### src/rtl/blake2_stream_ctrl.sv
// blake2_stream_ctrl: ping-pong block packer and init/next/final sequencer for a BLAKE2 core; `define BLAKE2_LEN_OVF_EN adds o_length_ovf
module blake2_stream_ctrl #(
   parameter int BUS_WIDTH   = 2,
   parameter int BLOCK_WIDTH = 8,
   parameter int DATA_LENGTH = 8
) (
   input  logic                   i_clk,
   input  logic                   i_reset,
   input  logic [BUS_WIDTH-1:0]   i_din,
   input  logic                   i_valid_in,
   output logic                   o_ready_out,
   input  logic                   i_new_hash_request,
   input  logic                   i_hash_ready,
   input  logic                   i_digest_valid,
   output logic                   o_init,
   output logic                   o_next,
   output logic                   o_final,
   output logic [BLOCK_WIDTH-1:0] o_block,
   output logic [DATA_LENGTH-1:0] o_data_length,
   output logic                   o_done
`ifdef BLAKE2_LEN_OVF_EN
   ,
   output logic                   o_length_ovf
`endif
);
   localparam int WORDS = BLOCK_WIDTH / BUS_WIDTH;
   localparam int IW = WORDS > 1 ? $clog2(WORDS) : 1;
   typedef enum logic [2:0] {IDLE, INIT, GAP, WAIT_RDY, WAIT_DIG} state_t;
   state_t                 r_state;
   logic [BLOCK_WIDTH-1:0] r_buf [2];
   logic [DATA_LENGTH-1:0] r_blen [2];
   logic [1:0]             r_pend, r_last, r_first;
   logic                   r_wr, r_rd, r_req, r_any, r_first_blk, r_fin_sent;
   logic [IW-1:0]          r_idx;
   logic [DATA_LENGTH-1:0] r_cnt, r_dlen;
   logic [BLOCK_WIDTH-1:0] r_block;
   logic                   r_init, r_next, r_final, r_done;
   logic [DATA_LENGTH:0]   w_sum;
   logic                   w_issue, w_free, w_ready, w_acc, w_req, w_full, w_bnd, w_tag_prev, w_close, w_mark;
   logic [DATA_LENGTH-1:0] w_len;
   assign w_sum   = {1'b0, r_cnt} + (DATA_LENGTH+1)'(BUS_WIDTH);
   assign w_issue = r_state == WAIT_RDY && i_hash_ready && r_pend[r_rd];
   assign w_free  = !r_pend[r_wr] || (w_issue && r_rd == r_wr);
   // a held close blocks new words so they cannot leak into the closing message
   assign w_ready = w_free && !r_req;
   assign w_acc   = i_valid_in && w_ready;
   assign w_req   = i_new_hash_request || r_req;
   assign w_full  = w_acc && r_idx == IW'(WORDS-1);
   assign w_bnd   = !w_acc && r_idx == '0 && r_any;
   // a close on a block boundary retags the completed block if it has not been issued yet
   assign w_tag_prev = w_bnd && r_pend[~r_wr] && !(w_issue && r_rd != r_wr);
   assign w_close = w_req && (w_tag_prev || w_free);
   assign w_mark  = w_full || (w_close && !w_tag_prev);
   assign w_len   = w_acc ? w_sum[DATA_LENGTH-1:0] : r_cnt;
   always_ff @(posedge i_clk) begin
      if (i_reset) begin
         r_state     <= IDLE;
         r_buf[0]    <= '0;
         r_buf[1]    <= '0;
         r_blen[0]   <= '0;
         r_blen[1]   <= '0;
         r_pend      <= '0;
         r_last      <= '0;
         r_first     <= '0;
         r_wr        <= 1'b0;
         r_rd        <= 1'b0;
         r_req       <= 1'b0;
         r_any       <= 1'b0;
         r_first_blk <= 1'b1;
         r_fin_sent  <= 1'b0;
         r_idx       <= '0;
         r_cnt       <= '0;
         r_dlen      <= '0;
         r_block     <= '0;
         r_init      <= 1'b0;
         r_next      <= 1'b0;
         r_final     <= 1'b0;
         r_done      <= 1'b0;
      end else begin
         r_init  <= 1'b0;
         r_next  <= 1'b0;
         r_final <= 1'b0;
         r_done  <= 1'b0;
         if (w_issue) begin
            r_pend[r_rd] <= 1'b0;
            r_buf[r_rd]  <= '0;
            r_rd         <= ~r_rd;
            r_block      <= r_buf[r_rd];
            r_dlen       <= r_blen[r_rd];
            r_next       <= !r_last[r_rd];
            r_final      <= r_last[r_rd];
            r_fin_sent   <= r_last[r_rd];
         end
         if (w_acc) begin
            r_buf[r_wr][r_idx*BUS_WIDTH +: BUS_WIDTH] <= i_din;
            r_cnt <= w_sum[DATA_LENGTH-1:0];
            r_any <= 1'b1;
            r_idx <= w_full ? '0 : r_idx + 1'b1;
         end
         if (w_close && w_tag_prev) r_last[~r_wr] <= 1'b1;
         if (w_mark) begin
            r_pend[r_wr]  <= 1'b1;
            r_last[r_wr]  <= w_close;
            r_blen[r_wr]  <= w_len;
            r_first[r_wr] <= r_first_blk;
            r_wr          <= ~r_wr;
            r_idx         <= '0;
         end
         if (w_close) begin
            r_cnt       <= '0;
            r_any       <= 1'b0;
            r_first_blk <= 1'b1;
         end else if (w_full) r_first_blk <= 1'b0;
         r_req <= w_req && !w_close;
         case (r_state)
            IDLE:     if (r_pend[r_rd]) r_state <= r_first[r_rd] ? INIT : WAIT_RDY;
            INIT:     if (i_hash_ready) begin
               r_init     <= 1'b1;
               r_fin_sent <= 1'b0;
               r_state    <= GAP;
            end
            GAP:      r_state <= r_fin_sent ? WAIT_DIG : WAIT_RDY;
            WAIT_RDY: if (w_issue) r_state <= GAP;
            WAIT_DIG: if (i_digest_valid) begin
               r_done  <= 1'b1;
               r_state <= IDLE;
            end
            default:  r_state <= IDLE;
         endcase
      end
   end
`ifdef BLAKE2_LEN_OVF_EN
   logic       r_movf, r_ovf;
   logic [1:0] r_bovf;
   always_ff @(posedge i_clk) begin
      if (i_reset) begin
         r_movf <= 1'b0;
         r_ovf  <= 1'b0;
         r_bovf <= '0;
      end else begin
         if (w_acc && w_sum[DATA_LENGTH]) r_movf <= 1'b1;
         if (w_close) r_movf <= 1'b0;
         if (w_close && w_tag_prev) r_bovf[~r_wr] <= r_movf;
         if (w_mark) r_bovf[r_wr] <= r_movf || (w_acc && w_sum[DATA_LENGTH]);
         if (w_issue && r_last[r_rd] && r_bovf[r_rd]) r_ovf <= 1'b1;
         if (r_state == WAIT_DIG && i_digest_valid) r_ovf <= 1'b0;
      end
   end
   assign o_length_ovf = r_ovf;
`else
   logic w_unused_carry;
   assign w_unused_carry = w_sum[DATA_LENGTH];
`endif
   assign o_ready_out   = w_ready;
   assign o_init        = r_init;
   assign o_next        = r_next;
   assign o_final       = r_final;
   assign o_block       = r_block;
   assign o_data_length = r_dlen;
   assign o_done        = r_done;
endmodule

### config.mk
export PLATFORM = sky130hd
export DESIGN_NAME = blake2_stream_ctrl
export DESIGN_NICKNAME = d
export VERILOG_FILES = /design/src/rtl/blake2_stream_ctrl.sv
export SDC_FILE = /design/constraint.sdc
export NUM_CORES = 1
export LEC_CHECK = 0
export ABC_CLOCK_PERIOD_IN_PS = 6500
export CAP_MARGIN = 20
export CORE_UTILIZATION = 40
export DETAILED_ROUTE_END_ITERATION = 10
export HOLD_SLACK_MARGIN = 0.06
export MAX_ROUTING_LAYER = met4
export RECOVER_POWER = 100
export SYNTH_ARGS = -nofsm -noshare
export SYNTH_HDL_FRONTEND = slang
export SYNTH_SLANG_ARGS = --single-unit
export TNS_END_PERCENT = 5
### constraint.sdc
create_clock -name i_clk -period 6.5 [get_ports i_clk]
set_input_delay 1.3 -clock i_clk [delete_from_list [all_inputs] [get_ports i_clk]]
set_output_delay 1.3 -clock i_clk [all_outputs]
set_load 0.005 [all_outputs]
==> flow_summary.toml <==
[flow_run]
maxCapViolations = 1

[final_layout]
layout_commonest_cell = "nor2_1"
fillers = 779
diodes = 0
mostFrequentLayoutCells = "65 x nor2_1, 43 x dfxtp_1, 30 x edfxtp_1, 25 x nand2_1, 22 x dlygate4sd3_1"
final_area_um2 = 3820
num-nets-final = 363
drive_gt1_share_pct = 7.06
stdcell_count = 459
area_growth_pct = 13.4

[synthesis]
syn_inst = 329
ys_async_sr_fraction_pct = 0
synth_nets = 343
ys_warn_count = 0
synth-seq-cells = 73
netlist_area_um2 = 3370
synthFlopType = "dfxtp_1"
syn_area_per_cell_um2 = 10.2
seq_area_frac_synth_pct = 52.3
synth_edf_count = 30
synth.distinct_cells = 53

[clock_tree]
cts_sinks = 73
cts_hold_buf = 0
htree_levels = 3
cts_tree = "done"
numCtsBuffers = 9
postCtsSetupBuffers = 0
ctsResizeCount = 0
clkTransAtPathRegs_ns = 0.07
root_buffer = "clkbuf_8"
clock_latency_ns = 0.34
clock_path_buffers = 2

[status]
status = "finished, violations left"
violations = "max-capacitance violations, max-slew violations"

[worst_setup_path]
critPathMaxFanout = 8
startpoint_type = "input port"
cp.arrival_ns = 3.58
path_buf_inv = 2
cp.required_ns = 5.20
slowest_stage = "dlygate4sd3_1"
slowest_delay_ns = 0.63
cp_cell_sequence = "dlygate4sd3_1 > and4b_1 > a21oi_1 > nor3_1 > dlygate4sd3_1"
crit_family = "buffers and inverters"
path_class = "in2out"
crit_top_cell = "dlygate4sd3_1"
endpoint_kind = "output port"
reg2reg_slack_ns = 3.49

[grt]
grt_first_pass_wirelength_um = 11000
grt_overflow = 0
grt_max_degree = 33
use_met2_pct = 24.3
grt_pass1_vias = 2254
antenna_found_initial = 0
use_met3_pct = 3.24
grtUsageMet1_pct = 23.4
busiest_layer = "met2"
grt_usage_pct = 16.8

[pwr]
p_leak_nw = 1.40
vdd_drop_max_uv = 101
power_mw = 1.10
p_per_area_nw_per_um2 = 287

[route]
vias = 2355
wirelength_um = 6330
drtIter0Drc = 172
wl_per_cell_um = 13.8
drc = 0
ant_nets = 0
vias_per_cell = 5.13
first_pass_iters = 4

[placement]
place_inst = 443
gpl.final_weighted_congestion = 0.888
placed_cell_area_um2 = 3660
io_buffers = 27
dpl.hpwl_um = 4460

[worst_hold_path]
min-delay-path-class = "reg2reg"

[sta]
min_period_over_period_pct = 75.1
slew-limit-headroom_pct = -1.15
period_minus_slack_ns = 4.88
worst_pin_slew_ns = 1.52
grt_setup_unrepaired = "no"
slew_violations = 33
tns_ns = 0
fin_hold_ws_ns = 0.489
finalSetupViolCount = 0
fmax_mhz = 205
hold_viol_final = 0
finClkSkew_ns = 0.0105

[die]
fp-row-count = 33
die_h_um = 93.7
die_x_um = 93.7
core_um2 = 8180
dieArea_um2 = 8790
ios = 29
initial_core_util_pct = 41.2
-- worst reg2reg max path, delay by kind of cell, from the launching register on --
family	cells	cell delay, ns
AOI/OAI and AO/OA	2	0.65
and+or+nand+nor	3	1.51
DFF	1	0.53
-- per-layer routing --
layer,vias to the layer above,share of wire (%)
met5,-,0
met4,0,1.5
met3,8,4.4
met2,54,42
met1,1082,52
li1,1211,-
-- kinds of logic after synthesis --
logic type	count (synthesis)	synth area share, %
xor+xnor	7	1.82
simple gates	134	19.1
flops	73	52.3
fa+ha+maj	6	2.23
compound gates	54	12.4
buf+inv	32	5.28
other cells	1	0.111
mux	22	6.73
-- power breakdown --
group | internal, mW | switching, mW
clock network | 0.199 | 0.163
registers | 0.519 | 0.0391
logic | 0.0692 | 0.107
total | 0.786 | 0.310
-- cells in the mapped netlist, types with 4 or more instances --
cell type / instances / area [µm²]
a211oi_1: 17 / 128
a21o_1: 7 / 52.6
a21oi_1: 6 / 30.0
and3_1: 4 / 25.0
buf_2: 4 / 20.0
buf_4: 4 / 30.0
buf_6: 5 / 56.3
clkbuf_1: 7 / 26.3
dfxtp_1: 43 / 861
edfxtp_1: 30 / 901
ha_1: 6 / 75.1
inv_1: 11 / 41.3
mux2i_1: 19 / 190
nand2_1: 25 / 93.8
nand3_1: 8 / 40.0
nor2_1: 66 / 248
nor3_1: 8 / 40.0
nor4_1: 6 / 37.5
o21ai_0: 4 / 20.0
xnor2_1: 6 / 52.6
-- area by class of cell --
class	count	area, µm²	share of cell area, %
sequential	73	1760	46.2
multi-input combinational	224	1390	36.3
timing repair buffer	30	289	7.57
clock buffer	12	155	4.07
tap	105	131	3.44
clock inverter	4	51.3	1.34
inverter	11	41.3	1.08
-- through the flow --
step / worst slack [ns] / util [%]
after global placement: 1.91 / 44.7
after CTS: 1.93 / 47.2
after detailed placement: 1.96 / 44.7
after floorplan: 3.24 / -
final: 1.62 / 46.7
after global routing: 1.49 / 46.7
-- worst paths after layout --
kind	from	end	cells past startpoint
worst max-delay path	i_hash_ready	o_ready_out	5
worst min-delay path	r_first_blk$_SDFFE_PP1P_	r_first_blk$_SDFFE_PP1P_	1
worst max register to register	r_state[0]$_SDFFE_PP0P_	r_blen[1][7]$_SDFFCE_PN0P_	5
worst min register to register	r_first_blk$_SDFFE_PP1P_	r_first_blk$_SDFFE_PP1P_	1
-- sequential cells by signal, summed over array words and instances (netlist names), 2 cells and up --
name / count
r_state: 3
o_data_length: 7
o_block: 8
r_last: 2
r_buf: 16
r_cnt: 7
r_blen: 14
r_idx: 2
r_pend: 2
r_first: 2
(Power assumes the default switching activity.)
